`src/rtl/pdm_pkg.sv`:
```
// Shared types and constants for the PDM playback controller.
package pdm_pkg;

   localparam int unsigned SAMPLE_W = 16;
   localparam int unsigned VOL_W    = 4;

   typedef enum logic [1:0] {IDLE, FETCH, HOLD, FINISH} state_e;

   // Sign-preserving volume attenuation.
   function automatic logic [SAMPLE_W-1:0] attenuate(input logic [SAMPLE_W-1:0] sample,
                                                     input logic [VOL_W-1:0]    shift);
      logic signed [SAMPLE_W-1:0] s;
      s = sample;
      return s >>> shift;
   endfunction

endpackage

```
`src/rtl/pdm_playback_ctrl_if.sv`:
```
// Sample-memory fetch handshake between the playback controller and the sample store.
interface pdm_playback_ctrl_if #(
   parameter int unsigned ADDR_W = 16
);
   import pdm_pkg::*;

   logic                mem_req_out;
   logic [ADDR_W-1:0]   mem_addr_out;
   logic                mem_valid_in;
   logic [SAMPLE_W-1:0] mem_data_in;

   modport master (
      output mem_req_out,
      output mem_addr_out,
      input  mem_valid_in,
      input  mem_data_in
   );

   modport slave (
      input  mem_req_out,
      input  mem_addr_out,
      output mem_valid_in,
      output mem_data_in
   );

endinterface

```
`src/rtl/pdm_tick_gen.sv`:
```
// Free-running PDM tick strobe and audio sample-rate strobe.
module pdm_tick_gen #(
   parameter int unsigned TICK_DIV = 4,
   parameter int unsigned OSR      = 64
) (
   input  logic clk_in,
   input  logic rst_n_in,
   output logic tick_out,
   output logic strobe_out
);

   localparam int unsigned TW = $clog2(TICK_DIV);
   localparam int unsigned OW = $clog2(OSR);

   logic [TW-1:0] tick_cnt_q;
   logic [OW-1:0] osr_cnt_q;

   assign tick_out   = (tick_cnt_q == TW'(TICK_DIV - 1));
   assign strobe_out = tick_out && (osr_cnt_q == OW'(OSR - 1));

   always_ff @(posedge clk_in or negedge rst_n_in) begin
      if (!rst_n_in) begin
         tick_cnt_q <= '0;
         osr_cnt_q  <= '0;
      end else begin
         tick_cnt_q <= tick_out ? '0 : tick_cnt_q + TW'(1);
         if (strobe_out) begin
            osr_cnt_q <= '0;
         end else if (tick_out) begin
            osr_cnt_q <= osr_cnt_q + OW'(1);
         end
      end
   end

endmodule

```
`src/rtl/pdm_playback_ctrl.sv`:
```
// Playback sequencer: fetches samples with one-deep prefetch and feeds the PDM level input
// at the audio sample rate.
module pdm_playback_ctrl
   import pdm_pkg::*;
#(
   parameter int unsigned TICK_DIV = 4,
   parameter int unsigned OSR      = 64,
   parameter int unsigned ADDR_W   = 16
) (
   input  logic                clk_in,
   input  logic                rst_n_in,
   input  logic                start_in,
   input  logic                stop_in,
   input  logic [ADDR_W-1:0]   base_addr_in,
   input  logic [ADDR_W-1:0]   length_in,
   input  logic                loop_in,
   input  logic [VOL_W-1:0]    volume_in,
   pdm_playback_ctrl_if.master mem,
   output logic                tick_out,
   output logic [SAMPLE_W-1:0] level_out,
   output logic                busy_out,
   output logic                done_out,
   output logic                underrun_out
);

   state_e              state_q, state_d;
   logic [ADDR_W-1:0]   addr_q, addr_d;
   logic [ADDR_W-1:0]   remaining_q, remaining_d;
   logic [ADDR_W-1:0]   base_q, base_d;
   logic [ADDR_W-1:0]   length_q, length_d;
   logic [SAMPLE_W-1:0] staging_q, staging_d;
   logic                staged_q, staged_d;
   logic [SAMPLE_W-1:0] level_q, level_d;
   logic                done_q, done_d;
   logic                underrun_q, underrun_d;
   logic                strobe;

   pdm_tick_gen #(
      .TICK_DIV (TICK_DIV),
      .OSR      (OSR)
   ) u_tick_gen (
      .clk_in     (clk_in),
      .rst_n_in   (rst_n_in),
      .tick_out   (tick_out),
      .strobe_out (strobe)
   );

   always_comb begin
      state_d     = state_q;
      addr_d      = addr_q;
      remaining_d = remaining_q;
      base_d      = base_q;
      length_d    = length_q;
      staging_d   = staging_q;
      staged_d    = staged_q;
      level_d     = level_q;
      done_d      = 1'b0;
      underrun_d  = 1'b0;

      if (state_q != IDLE && stop_in) begin
         // Abort drops any fetch data arriving this cycle.
         state_d  = IDLE;
         staged_d = 1'b0;
         level_d  = '0;
         done_d   = 1'b1;
      end else begin
         unique case (state_q)
            IDLE: begin
               if (start_in && !stop_in) begin
                  base_d   = base_addr_in;
                  length_d = length_in;
                  if (length_in == '0) begin
                     done_d = 1'b1;
                  end else begin
                     addr_d      = base_addr_in;
                     remaining_d = length_in;
                     state_d     = FETCH;
                  end
               end
            end
            FETCH: begin
               // A late sample is still captured but only plays at the next strobe.
               underrun_d = strobe && !staged_q;
               if (mem.mem_valid_in) begin
                  staging_d   = mem.mem_data_in;
                  staged_d    = 1'b1;
                  addr_d      = addr_q + ADDR_W'(1);
                  remaining_d = remaining_q - ADDR_W'(1);
                  state_d     = HOLD;
               end
            end
            HOLD: begin
               if (strobe) begin
                  level_d  = attenuate(staging_q, volume_in);
                  staged_d = 1'b0;
                  if (remaining_q != '0) begin
                     state_d = FETCH;
                  end else if (loop_in) begin
                     addr_d      = base_q;
                     remaining_d = length_q;
                     state_d     = FETCH;
                  end else begin
                     state_d = FINISH;
                  end
               end
            end
            FINISH: begin
               if (strobe) begin
                  level_d = '0;
                  done_d  = 1'b1;
                  state_d = IDLE;
               end
            end
         endcase
      end
   end

   always_ff @(posedge clk_in or negedge rst_n_in) begin
      if (!rst_n_in) begin
         state_q     <= IDLE;
         addr_q      <= '0;
         remaining_q <= '0;
         base_q      <= '0;
         length_q    <= '0;
         staging_q   <= '0;
         staged_q    <= 1'b0;
         level_q     <= '0;
         done_q      <= 1'b0;
         underrun_q  <= 1'b0;
      end else begin
         state_q     <= state_d;
         addr_q      <= addr_d;
         remaining_q <= remaining_d;
         base_q      <= base_d;
         length_q    <= length_d;
         staging_q   <= staging_d;
         staged_q    <= staged_d;
         level_q     <= level_d;
         done_q      <= done_d;
         underrun_q  <= underrun_d;
      end
   end

   assign mem.mem_req_out  = (state_q == FETCH);
   assign mem.mem_addr_out = addr_q;
   assign level_out        = level_q;
   assign busy_out         = (state_q != IDLE);
   assign done_out         = done_q;
   assign underrun_out     = underrun_q;

endmodule

```
`src/flat_wrapper.sv`:
```
// flat-port wrapper written by rule: the top's interface ports become plain ports
module pdm_playback_ctrl_flat import pdm_pkg::*;
#(
   parameter int unsigned TICK_DIV = 4,
   parameter int unsigned OSR      = 64,
   parameter int unsigned ADDR_W   = 16
)
  (clk_in, rst_n_in, start_in, stop_in, base_addr_in, length_in, loop_in, volume_in, tick_out, level_out, busy_out, done_out, underrun_out, mem_mem_req_out, mem_mem_addr_out, mem_mem_valid_in, mem_mem_data_in);
  pdm_playback_ctrl_if #(.ADDR_W(ADDR_W)) mem_i ();
  input  logic clk_in;
  input  logic rst_n_in;
  input  logic start_in;
  input  logic stop_in;
  input  logic [ADDR_W-1:0] base_addr_in;
  input  logic [ADDR_W-1:0] length_in;
  input  logic loop_in;
  input  logic [VOL_W-1:0] volume_in;
  output logic tick_out;
  output logic [SAMPLE_W-1:0] level_out;
  output logic busy_out;
  output logic done_out;
  output logic underrun_out;
  output wire logic [$bits(mem_i.mem_req_out)-1:0] mem_mem_req_out;
  output wire logic [$bits(mem_i.mem_addr_out)-1:0] mem_mem_addr_out;
  input wire logic [$bits(mem_i.mem_valid_in)-1:0] mem_mem_valid_in;
  input wire logic [$bits(mem_i.mem_data_in)-1:0] mem_mem_data_in;
  assign mem_mem_req_out = mem_i.mem_req_out;
  assign mem_mem_addr_out = mem_i.mem_addr_out;
  assign mem_i.mem_valid_in = mem_mem_valid_in;
  assign mem_i.mem_data_in = mem_mem_data_in;
  pdm_playback_ctrl #(.TICK_DIV(TICK_DIV), .OSR(OSR), .ADDR_W(ADDR_W)) u_core (.clk_in(clk_in), .rst_n_in(rst_n_in), .start_in(start_in), .stop_in(stop_in), .base_addr_in(base_addr_in), .length_in(length_in), .loop_in(loop_in), .volume_in(volume_in), .mem(mem_i), .tick_out(tick_out), .level_out(level_out), .busy_out(busy_out), .done_out(done_out), .underrun_out(underrun_out));
endmodule
```
`config.mk`:
```
export PLATFORM = sky130hd
export DESIGN_NAME = pdm_playback_ctrl_flat
export DESIGN_NICKNAME = d
export VERILOG_FILES = /design/src/rtl/pdm_pkg.sv /design/src/rtl/pdm_playback_ctrl_if.sv /design/src/rtl/pdm_tick_gen.sv /design/src/rtl/pdm_playback_ctrl.sv /design/src/flat_wrapper.sv
export SDC_FILE = /design/constraint.sdc
export NUM_CORES = 1
export LEC_CHECK = 0
export CAP_MARGIN = 30
export CORE_ASPECT_RATIO = 1.75
export CORE_MARGIN = 2
export CORE_UTILIZATION = 55
export DETAILED_ROUTE_END_ITERATION = 8
export PLACE_DENSITY_LB_ADDON = 0.08
export SETUP_SLACK_MARGIN = 0.15
export SYNTH_ARGS = -nofsm -noshare
export SYNTH_HDL_FRONTEND = slang
export SYNTH_SLANG_ARGS = --single-unit
```
`constraint.sdc`:
```
create_clock -name clk_in -period 3.5 [get_ports clk_in]
set_clock_uncertainty 0.1 [all_clocks]
set_input_delay 0.7 -clock clk_in [delete_from_list [all_inputs] [get_ports clk_in]]
set_output_delay 0.7 -clock clk_in [all_outputs]
set_load 0.01 [all_outputs]
```
# Word level (Yosys, flattened, before mapping)
# Index checks and enable logic that the tools add are counted.
dict set report word_totals {
  register_bits 109
  inputBits 58
  wordCells 95
  out_inout_bits 37
}
dict set report classes {
  n_bitwise 1
  shift 1
  n_eq_ne 16
  mux 41
  add_sub_neg 4
  reduce_logical 20
}
# op n
set ops {}
lappend ops {{16-bit 2-to-1 mux} 15}
lappend ops {{16-bit one-hot mux with 3 select lines} 2}
lappend ops {{16-bit one-hot mux with 2 select lines} 1}
lappend ops {{2-bit 2-to-1 mux} 9}
lappend ops {{16-bit by 1-bit adder with 16-bit output, second input constant} 1}
lappend ops {{16-bit logical NOT} 1}
lappend ops {{16-bit nonzero test} 1}
lappend ops {{16-bit by 4-bit >>> shifter with 16-bit output} 1}
lappend ops {{16-bit by 1-bit subtractor with 16-bit output, second input constant} 1}
lappend ops {{6-bit 2-to-1 mux} 2}
lappend ops {{3-bit by 1-bit inequality test with 1-bit output, second input constant} 4}
lappend ops {{3-bit AND reduction} 4}
lappend ops {{1-bit 2-to-1 mux} 9}
lappend ops {{3-bit nonzero test} 3}
lappend ops {{2-bit one-hot mux with 4 select lines} 1}
lappend ops {{8-bit AND reduction} 1}
lappend ops {{6-bit by 1-bit adder with 6-bit output, second input constant} 1}
lappend ops {{2-bit equality test, second input constant} 3}
lappend ops {{6-bit equality test, second input constant} 1}
lappend ops {{2-bit by 1-bit inequality test with 1-bit output, second input constant} 3}
lappend ops {{2-bit inequality test, second input constant} 3}
lappend ops {{5-bit AND reduction} 1}
lappend ops {{1-bit logical AND} 4}
lappend ops {{1-bit one-hot mux with 2 select lines} 2}
lappend ops {{other kinds (7)} 9}

# Longest topological paths before layout
# Gate-level depths: netlist (run 1).
dict set report logic_depth {
  ltp_word 5
  depth_mapped 9
  ltp_nobuf 7
}

# Hierarchy
# From an unflattened synthesis (run 1), not the netlist that was laid out.
dict set report unflattened {
  hier_cells 610
  hier_area_um2 6252.2
}
# mod cells_each seq_area_each_um2 area_each_um2 instances
set by_module_without_submodules {}
lappend by_module_without_submodules {pdm_playback_ctrl 581 2527.4 5893.2 1}
lappend by_module_without_submodules {pdm_tick_gen 29 200.2 359.1 1}

# Least setup slack after synthesis (run 1)
# OpenSTA, ideal clock, no wires.
dict set report synth_path {
  kind {register to register}
  startpoint {reg u_core.remaining_q[0]}
  endpoint {reg u_core.addr_q[3] (netlist: u_core.mem.mem_addr_out[3])}
  path_slack_ns 0.907
  path_stages_with_launch 9
  period_less_slack_ns 2.593
  required_time_ns 3.275
  setup_ns 0.125
  t_arrival_ns 2.368
  n_path_buf 1
  cell_sequence {dfrtp_1 inv_1 ha_1 or3b_2 buf_2 nor4_4 a41oi_4 nor2_4 mux2_2}
}
dict set report synth_between {
  elab_chain_cells 3
}
# element line
set synth_rtl {}
lappend synth_rtl {{start: declaration} pdm_playback_ctrl.sv:28} ;# logic [ADDR_W-1:0] remaining_q, remaining_d;
lappend synth_rtl {{start signal: assignment} pdm_playback_ctrl.sv:133} ;# remaining_q <= remaining_d;
lappend synth_rtl {{16-bit nonzero test} pdm_playback_ctrl.sv:96} ;# if (remaining_q != '0) begin
lappend synth_rtl {{2-bit inequality test (no source line)} n/a}
lappend synth_rtl {{8-bit AND reduction (no source line)} n/a}
lappend synth_rtl {{end signal: assignment} pdm_playback_ctrl.sv:132} ;# addr_q <= addr_d;
lappend synth_rtl {{end: declaration} pdm_playback_ctrl.sv:27} ;# logic [ADDR_W-1:0] addr_q, addr_d;
# Every way passes these cells.
# A chain may end at the register's enable or synchronous reset.

# Worst setup path in the final report (run 1)
dict set report layout_path {
  startpoint {reg u_core.state_q[1]}
  endpoint {out mem_mem_req_out}
}
dict set report layout_between {
  elab_chain_cells 1
}
# element line
set layout_rtl {}
lappend layout_rtl {{start: declaration} pdm_playback_ctrl.sv:26} ;# state_e state_q, state_d;
lappend layout_rtl {{start signal: assignment} pdm_playback_ctrl.sv:131} ;# state_q <= state_d;
lappend layout_rtl {{2-bit by 1-bit equality test with 1-bit output} pdm_playback_ctrl.sv:144} ;# assign mem.mem_req_out = (state_q == FETCH);
lappend layout_rtl {{end: declaration} flat_wrapper.sv:23} ;# output wire logic [$bits(mem_i.mem_req_out)-1:0] mem_mem_req_out;
# Every way passes these cells.

==> results of run 1 <==
==> flip-flops by register name (all words and copies together) (netlist names) <==
register                      flops
u_core.level_out                 16
u_core.remaining_q               16
u_core.length_q                  16
u_core.u_tick_gen.osr_cnt_q       6
u_core.staged_q                   1
u_core.u_tick_gen.tick_cnt_q      2
u_core.state_q                    2
u_core.staging_q                 16
u_core.done_out                   1
u_core.mem.mem_addr_out          16
u_core.base_q                    16
u_core.underrun_out               1
==> metrics by stage <==
stage / power, W / setup WS, ns / hold slack, ns / cell area (µm²) / util [%]
floorplan: 0.00421 / 0.907 / 0.303 / 6270 / -
global placement: 0.00508 / 0.405 / 0.314 / 7360 / 66.3
detailed placement: 0.00519 / 0.442 / 0.316 / 7360 / 66.3
CTS: 0.00622 / 0.614 / 0.185 / 7650 / 68.9
global route: 0.00665 / 0.517 / 0.202 / 7650 / 68.9
finish: 0.00621 / 0.563 / 0.174 / 7650 / 68.9
==> final cells by class <==
cell class / count / area share [%]
well taps: 132 / 2.16
repair buffers: 115 / 14.3
inverters: 16 / 0.785
clock inverters: 5 / 0.539
clock buffers: 11 / 3.30
flip-flops and latches: 109 / 35.6
multi-input cells: 479 / 43.3
==> worst max-delay path by stage <==
stage | to | cells after the start
detailed placement | u_core.level_out[6] | 6
finish | mem_mem_req_out | 3
CTS | mem_mem_req_out | 3
global route | mem_mem_req_out | 3
global placement | u_core.level_out[6] | 6
floorplan | u_core.mem.mem_addr_out[3] | 8
==> cell families (layout without fill, tap and decap cells) <==
| family | Yosys count | after routing | share of synthesized area [%] |
|---|---|---|---|
| adders and majority gates | 9 | 9 | 1.80 |
| and+or+nand+nor | 200 | 200 | 15.3 |
| buffers and inverters | 59 | 147 | 3.87 |
| xor gates and xnor gates | 15 | 15 | 2.09 |
| AOI/OAI and AO/OA | 178 | 178 | 18.2 |
| DFF | 109 | 109 | 43.5 |
| muxes | 77 | 77 | 15.3 |
==> where the power goes <==
group,switching [W],total (W),internal [W]
Sequential,0.000489,0.00223,0.00174
Combinational,0.00161,0.00296,0.00136
Clock,0.000488,0.00102,0.000529
==> routing by layer <==
layer / part of all wire (%) / global-route usage, % / vias to the layer above / routed length (µm)
met2: 56 / 52.8 / 195 / 9430
met3: 4.7 / 3.98 / 29 / 794
li1: - / - / 2534 / -
met1: 37 / 31.6 / 2631 / 6190
met5: 0 / 0 / - / 0
met4: 2.7 / 11.0 / 0 / 452
==> synth_stat cells (8+ instances only) <==
| master | number |
|---|---|
| dfrtp_1 | 109 |
| nand2_1 | 71 |
| o21ai_0 | 65 |
| mux2_2 | 59 |
| nor2_1 | 48 |
| clkbuf_1 | 34 |
| a21oi_1 | 26 |
| inv_1 | 16 |
| nand3_1 | 16 |
| o31ai_1 | 16 |
| nor3_1 | 11 |
| a22oi_1 | 10 |
| a31oi_1 | 10 |
| a22o_1 | 9 |
| ha_1 | 9 |
| mux2i_1 | 9 |
| mux4_2 | 9 |
| nand4_1 | 9 |
| nor4_1 | 8 |
| xnor2_1 | 8 |
==> cells in the final DEF, fill, tap and decap left out, types with 10 or more instances in the layout <==
cell and n:
nor2_1 48, a31oi_1 10, nor3_1 11, a21oi_1 26, a22oi_1 10, mux2_2 59
inv_1 16, nand3_1 16, o21ai_0 65, buf_4 22, o31ai_1 16, dfrtp_1 109
clkdlybuf4s50_1 93, nand2_1 71
==> run metrics, run 1 <==
Via density 6.22; gpl congestion 0.968; Reg clk slew, reported paths 0.08 ns; Rel. slew slack 42.0%; I/O pins 95; Seq. cell area 2730 µm²; Mapped Cells 647; final wirelength 16900 µm; NumNets Final 797; Tightest Pin Transition 0.867 ns; clk_lat worst skew 0.35 ns; Hold Buf Count CTS 0; CP Cell Sequence inv_1, ha_1, clkdlybuf4s50_1; total CTS buffers 9; EDFF count, synth 0; largest net degree at the start of global routing 60; antenna viol nets, final 0; fin crit period 2.94 ns; DP Cell Count 851; slowest CP cell clkdlybuf4s50_1; PD cells 812 nW/µm²; GRT overflow 0; worst hold path class in2async; postcts setup bufs 0; Syn Std Cell Area 6270 µm²; Max FO, Critical Path 12; root buf cell clkbuf_16; crit path from u_core.state_q[1]; RSZ-0062 raised after global routing no; Synth Warn # 0; setup tns final 0 ns; fraction of registers with async set/reset 100%; Non-Filler Instances 867; Pre-antenna DRT Iters 5; Yosys top cell by area dfrtp_1; fin. max-slew vios 0; R2R Setup Slk 0.68 ns; first-pass GRT wire length 27900 µm; die area 12300 µm²; post-DP HPWL 12200 µm; share of the synthesized area in the top cell type 43.5%; Die Y 145 µm; IO Port Bufs 94; CTS max path bufs 2; DIE WIDTH 84.7 µm; crit share post-route 83.9%; synth top area cells dfrtp_1 (43%), mux2_2 (11%), o21ai_0 (5.2%); # resized after CTS 0; worst reg2reg startpoint u_core.remaining_q[0]; via count 5389; CTS sink count 109; leak pwr 3.15 nW; CP Capture Type output pin; worst reg-to-reg path cell count 8; H-tree Lvls 3; Avg Cell Area, Syn 9.69 µm²; Area Growth Syn to Fin 22.0%; core footprint 11100 µm²; starting density of the core 56.5%; status completed; layout cells sized above 1 16.1%; Max IR drop VDD 0.454 mV; DR WL/cell 19.5 µm; crit path launch type flop; Synthesized Nets 714; number of setup violations in the final report 0; Cell variety after synth 59; CTS tree yes; GRT Total Usage 28.3%; CP arrival 2.14 ns; vias in the first global route 5589; DRC 0; sum of buffers and inverters on the critical path 2; Data required, critical path 2.70 ns; fillcell total 914; initial DRC count 294; CP Class reg2out; crit-path leading delay family buffers and inverters; reg2reg end u_core.mem.mem_addr_out[15]; Final Hold Fails 0; initial antenna violation count 0; n_diodes 0; Synth Flop Type dfrtp_1; #FFs+latches synth 109; FMAX 340 MHz; number of max-cap violations 0; delay of the slowest critical-path stage 0.64 ns; register area share after synthesis 43.5%; Multi-input gate area 3310 µm²; row count 51
(Power assumes the default switching activity.)
==> run 2, diff against run 1 <==
CORE_UTILIZATION = 50   (was 55)
clock period = 2.55 ns   (was 3.5 ns; I/O delays follow)
==> run metrics, run 2 (synthesis gave the netlist of run 1 again) <==
n_diodes 0; GRT overflow 0; CP Class reg2reg; RSZ-0062 raised after global routing yes; fin crit period 2.37 ns; DP Cell Count 915; Rel. slew slack 64.1%; Final Hold Fails 0; CTS max path bufs 2; first-pass GRT wire length 27900 µm; starting density of the core 50.7%; worst reg-to-reg path cell count 7; fillcell total 1036; DP Worst Slack -0.101 ns; crit share post-route 93.1%; CP Capture Type flop; reg2reg end u_core.mem.mem_addr_out[14]; slowest CP cell or4_4; most common cell after layout, fill and taps aside dfrtp_1; final wirelength 17300 µm; number of max-cap violations 0; Max IR drop VDD 0.555 mV; Via density 5.94; Max FO, Critical Path 7; delay of the slowest critical-path stage 0.56 ns; DR WL/cell 18.4 µm; root buf cell clkbuf_16; DRC 0; leak pwr 3.39 nW; Final Power 0.00893 W; Area Growth Syn to Fin 30.3%; final worst setup slack 0.176 ns; vias in the first global route 5683; layout cells sized above 1 22.4%; worst hold path class in2async; Tightest Pin Transition 0.535 ns; Data required, critical path 2.67 ns; fin. max-slew vios 0; Pre-antenna DRT Iters 5; I/O pins 95; total CTS buffers 9; FMAX 421 MHz; Non-Filler Instances 944; number of setup violations in the final report 0; status completed; worst reg2reg startpoint u_core.remaining_q[7]; CP Cell Sequence or4_4, nor4_4, a41oi_4, buf_8, buf_4, o31ai_2, o21ai_1; PD cells 1090 nW/µm²; sum of buffers and inverters on the critical path 2; die area 13500 µm²; Die Y 152 µm; crit-path leading delay family simple AND/OR/NAND/NOR gates; GRT Total Usage 26.4%; R2R Setup Slk 0.18 ns; post-DP HPWL 12500 µm; most frequent cells in the layout dfrtp_1 (109), clkdlybuf4s50_1 (92), nand2_1 (71), o21ai_0 (56), buf_4 (56); NumNets Final 839; gpl congestion 0.924; CTS tree yes; IO Port Bufs 94; antenna viol nets, final 0; CP arrival 2.50 ns; initial DRC count 364; CTS sink count 109; H-tree Lvls 3; largest net degree at the start of global routing 55; row count 54; initial antenna violation count 0; clk_lat worst skew 0.35 ns; core footprint 12400 µm²; DIE WIDTH 88.7 µm; Reg clk slew, reported paths 0.08 ns; via count 5607; crit path launch type flop
-- run 2: cell count changes in the layout (fill, tap and decap cells not counted), sizes merged --
cell | previous run | this run
buf | 22 | 64
dlygate4sd2 | 0 | 1
clkinvlp | 2 | 1
clkdlybuf4s50 | 93 | 92
-- run 2: power breakdown --
group	internal (W)	leakage, nW	switching (W)	total (W)
Clock	0.000668	0.127	0.000650	0.00132
Combinational	0.00223	1.92	0.00234	0.00457
Sequential	0.00239	1.35	0.000646	0.00304
-- run 2: layout make-up --
cell class | instances | area, µm² | area share, %
Multi-Input combinational cell | 479 | 3440 | 42.1
Clock buffer | 11 | 233 | 2.85
Sequential cell | 109 | 2730 | 33.4
Timing Repair Buffer | 157 | 1470 | 18.0
Inverter | 16 | 60.1 | 0.735
Tap cell | 168 | 210 | 2.57
Clock inverter | 4 | 33.8 | 0.413
-- run 2: routing by layer --
layer  up-vias  global-route usage (%)  share of wire (%)
li1       2612                       -                  -
met1      2753                    30.7                 37
met2       195                    46.2                 55
met3        47                    3.79                4.1
met4         0                    12.4                3.6
met5         -                       0                  0
-- run 2: repair_timing --
| item | CTS | global route |
|---|---|---|
| endpoints found under the setup margin | 22 | 33 |
| hold buffers | 0 | 0 |
| gates resized for setup | 20 | 18 |
| pin swaps | 6 | 7 |
| setup buffers | 13 | 1 |
-- run 2: how the worst max path moves through the flow --
stage | to | from | slack [ns] | depth (start not counted)
floorplan | u_core.mem.mem_addr_out[4] | u_core.remaining_q[8] | 0.13 | 6
global placement | u_core.remaining_q[11] | length_in[4] | -0.05 | 7
detailed placement | u_core.remaining_q[11] | length_in[5] | -0.10 | 7
CTS | u_core.mem.mem_addr_out[15] | u_core.remaining_q[0] | 0.11 | 8
global route | u_core.mem.mem_addr_out[0] | u_core.remaining_q[7] | 0.09 | 7
finish | u_core.mem.mem_addr_out[14] | u_core.remaining_q[7] | 0.18 | 7
-- run 2: metrics by stage --
step | setup TNS [ns] | hold WS, ns | util, % | instance area, µm²
floorplan | 0 | 0.114 | - | 6310
global placement | -0.118 | 0.315 | 62.1 | 7680
detailed placement | -1.09 | 0.321 | 62.1 | 7680
CTS | 0 | 0.0416 | 65.6 | 8110
global route | 0 | 0.0674 | 66.1 | 8180
finish | 0 | 0.0230 | 66.1 | 8180
==> run 3, diff against run 2 <==
RECOVER_POWER = 25   (was unset)
==> run metrics, run 3 (synthesis gave the netlist of run 1 again) <==
slowest CP cell or4_4; RSZ-0062 raised after global routing yes; layout cells sized above 1 22.3%; Hold Buf Count CTS 0; DP Cell Count 915; Area Growth Syn to Fin 30.0%; post-DP HPWL 12500 µm; CTS max path bufs 2; crit path launch type flop; Non-Filler Instances 944; DRC 0; status completed; total CTS buffers 9; core footprint 12400 µm²; GRT overflow 0; row count 54; Data required, critical path 2.69 ns; leak pwr 3.39 nW; Max FO, Critical Path 4; delay of the slowest critical-path stage 0.56 ns; CP arrival 2.51 ns; starting density of the core 50.7%; CTS sink count 109; fillcell total 1039; most frequent cells in the layout dfrtp_1 (109), clkdlybuf4s50_1 (92), nand2_1 (71), o21ai_0 (56); most common cell after layout, fill and taps aside dfrtp_1; NumNets Final 839; crit share post-route 93.0%; clk_lat worst skew 0.35 ns; DP Area 7680 µm²; root buf cell clkbuf_16; H-tree Lvls 3; Pre-antenna DRT Iters 5; CP Capture Type flop; fin crit period 2.37 ns; Tightest Pin Transition 0.979 ns; Finished Cell Area 8160 µm²; CP Cell Sequence or4_4, nor4_4, a41oi_4, nor2_4, buf_6, mux2_4; FMAX 422 MHz; number of setup violations in the final report 0; Rel. slew slack 34.7%; IO Port Bufs 94; number of max-cap violations 0; Via density 5.96; Max IR drop VDD 0.554 mV; worst hold path class in2async; antenna viol nets, final 0; die area 13500 µm²; fin. max-slew vios 0; DR WL/cell 18.3 µm; setup tns final 0 ns; largest net degree at the start of global routing 55; CTS tree yes; vias in the first global route 5683; Min Hold Slack 0.197 ns; first-pass GRT wire length 27900 µm; Die Y 152 µm; final wirelength 17300 µm; via count 5626; n_diodes 0; Reg clk slew, reported paths 0.08 ns; gpl congestion 0.924; initial DRC count 340; Final Power 0.00893 W; PD cells 1090 nW/µm²; GRT Total Usage 26.4%; Final Hold Fails 0; I/O pins 95; initial antenna violation count 0; DIE WIDTH 88.7 µm; CP Class reg2reg
## run 3: changes by cell type in the layout (fill, tap and decap cells not counted)
cell | before | now
clkbuf_2 | 0 | 1
clkbuf_1 | 2 | 3
buf_4 | 56 | 54
buf_12 | 3 | 2
clkbuf_4 | 0 | 1
## run 3: metrics by stage
stage	util, %	setup WS [ns]
6_report	66.0	0.180
5_1_grt	66.0	0.0881
4_1_cts	65.6	0.111
3_5_place_dp	62.1	-0.101
3_3_place_gp	62.1	-0.0524
2_1_floorplan	-	0.132
## run 3: timing repair
item,4_1_cts,5_1_grt
endpoints found under the setup margin,22,33
endpoints found under the hold margin,0,0
gates resized for setup,20,18
pin swaps,6,7
buffers inserted,13,1
## run 3: power breakdown
group / internal [W] / switching, W / leakage [nW]
logic: 0.00223 / 0.00234 / 1.91
registers: 0.00239 / 0.000644 / 1.35
clock network: 0.000668 / 0.000650 / 0.127
total: 0.00529 / 0.00364 / 3.39
## run 3: worst paths after layout
path | from | endpoint | slack [ns] | cells after the start
max | u_core.remaining_q[7] | u_core.mem.mem_addr_out[4] | 0.18 | 6
min | rst_n_in | u_core.base_q[4] | 0.20 | 1
max reg2reg | u_core.remaining_q[7] | u_core.mem.mem_addr_out[4] | 0.18 | 6
min reg2reg | u_core.u_tick_gen.tick_cnt_q[0] | u_core.u_tick_gen.tick_cnt_q[0] | 0.33 | 1
max in group asynchronous | rst_n_in | u_core.level_out[10] | 0.74 | 2
min in group clk_in | u_core.u_tick_gen.tick_cnt_q[0] | u_core.u_tick_gen.tick_cnt_q[0] | 0.33 | 1
## run 3: routing by layer
| metal | up-vias | track usage (%) | share of wire, % |
|---|---|---|---|
| met4 | 0 | 12.4 | 3.8 |
| met3 | 47 | 3.79 | 4.2 |
| met5 | - | 0 | 0 |
| li1 | 2610 | - | - |
| met1 | 2764 | 30.7 | 37 |
| met2 | 205 | 46.2 | 55 |
## run 3: worst max-delay path, delay by kind of cell, from the launching register on
kind,cells,cell delay (ns)
and+or+nand+nor,3,1.08
DFF,1,0.39
muxes,1,0.30
AOI/OAI and AO/OA,1,0.24
buffers and inverters,1,0.15
## run 3: cell type report
class                           count  area [µm²]  area share (%)
Multi-Input combinational cell    479        3440            42.2
Sequential cell                   109        2730            33.4
Tap cell                          168         210            2.58
Inverter                           16        60.1           0.736
Clock inverter                      4        33.8           0.414
Clock buffer                       11         233            2.85
Timing Repair Buffer              157        1450            17.8
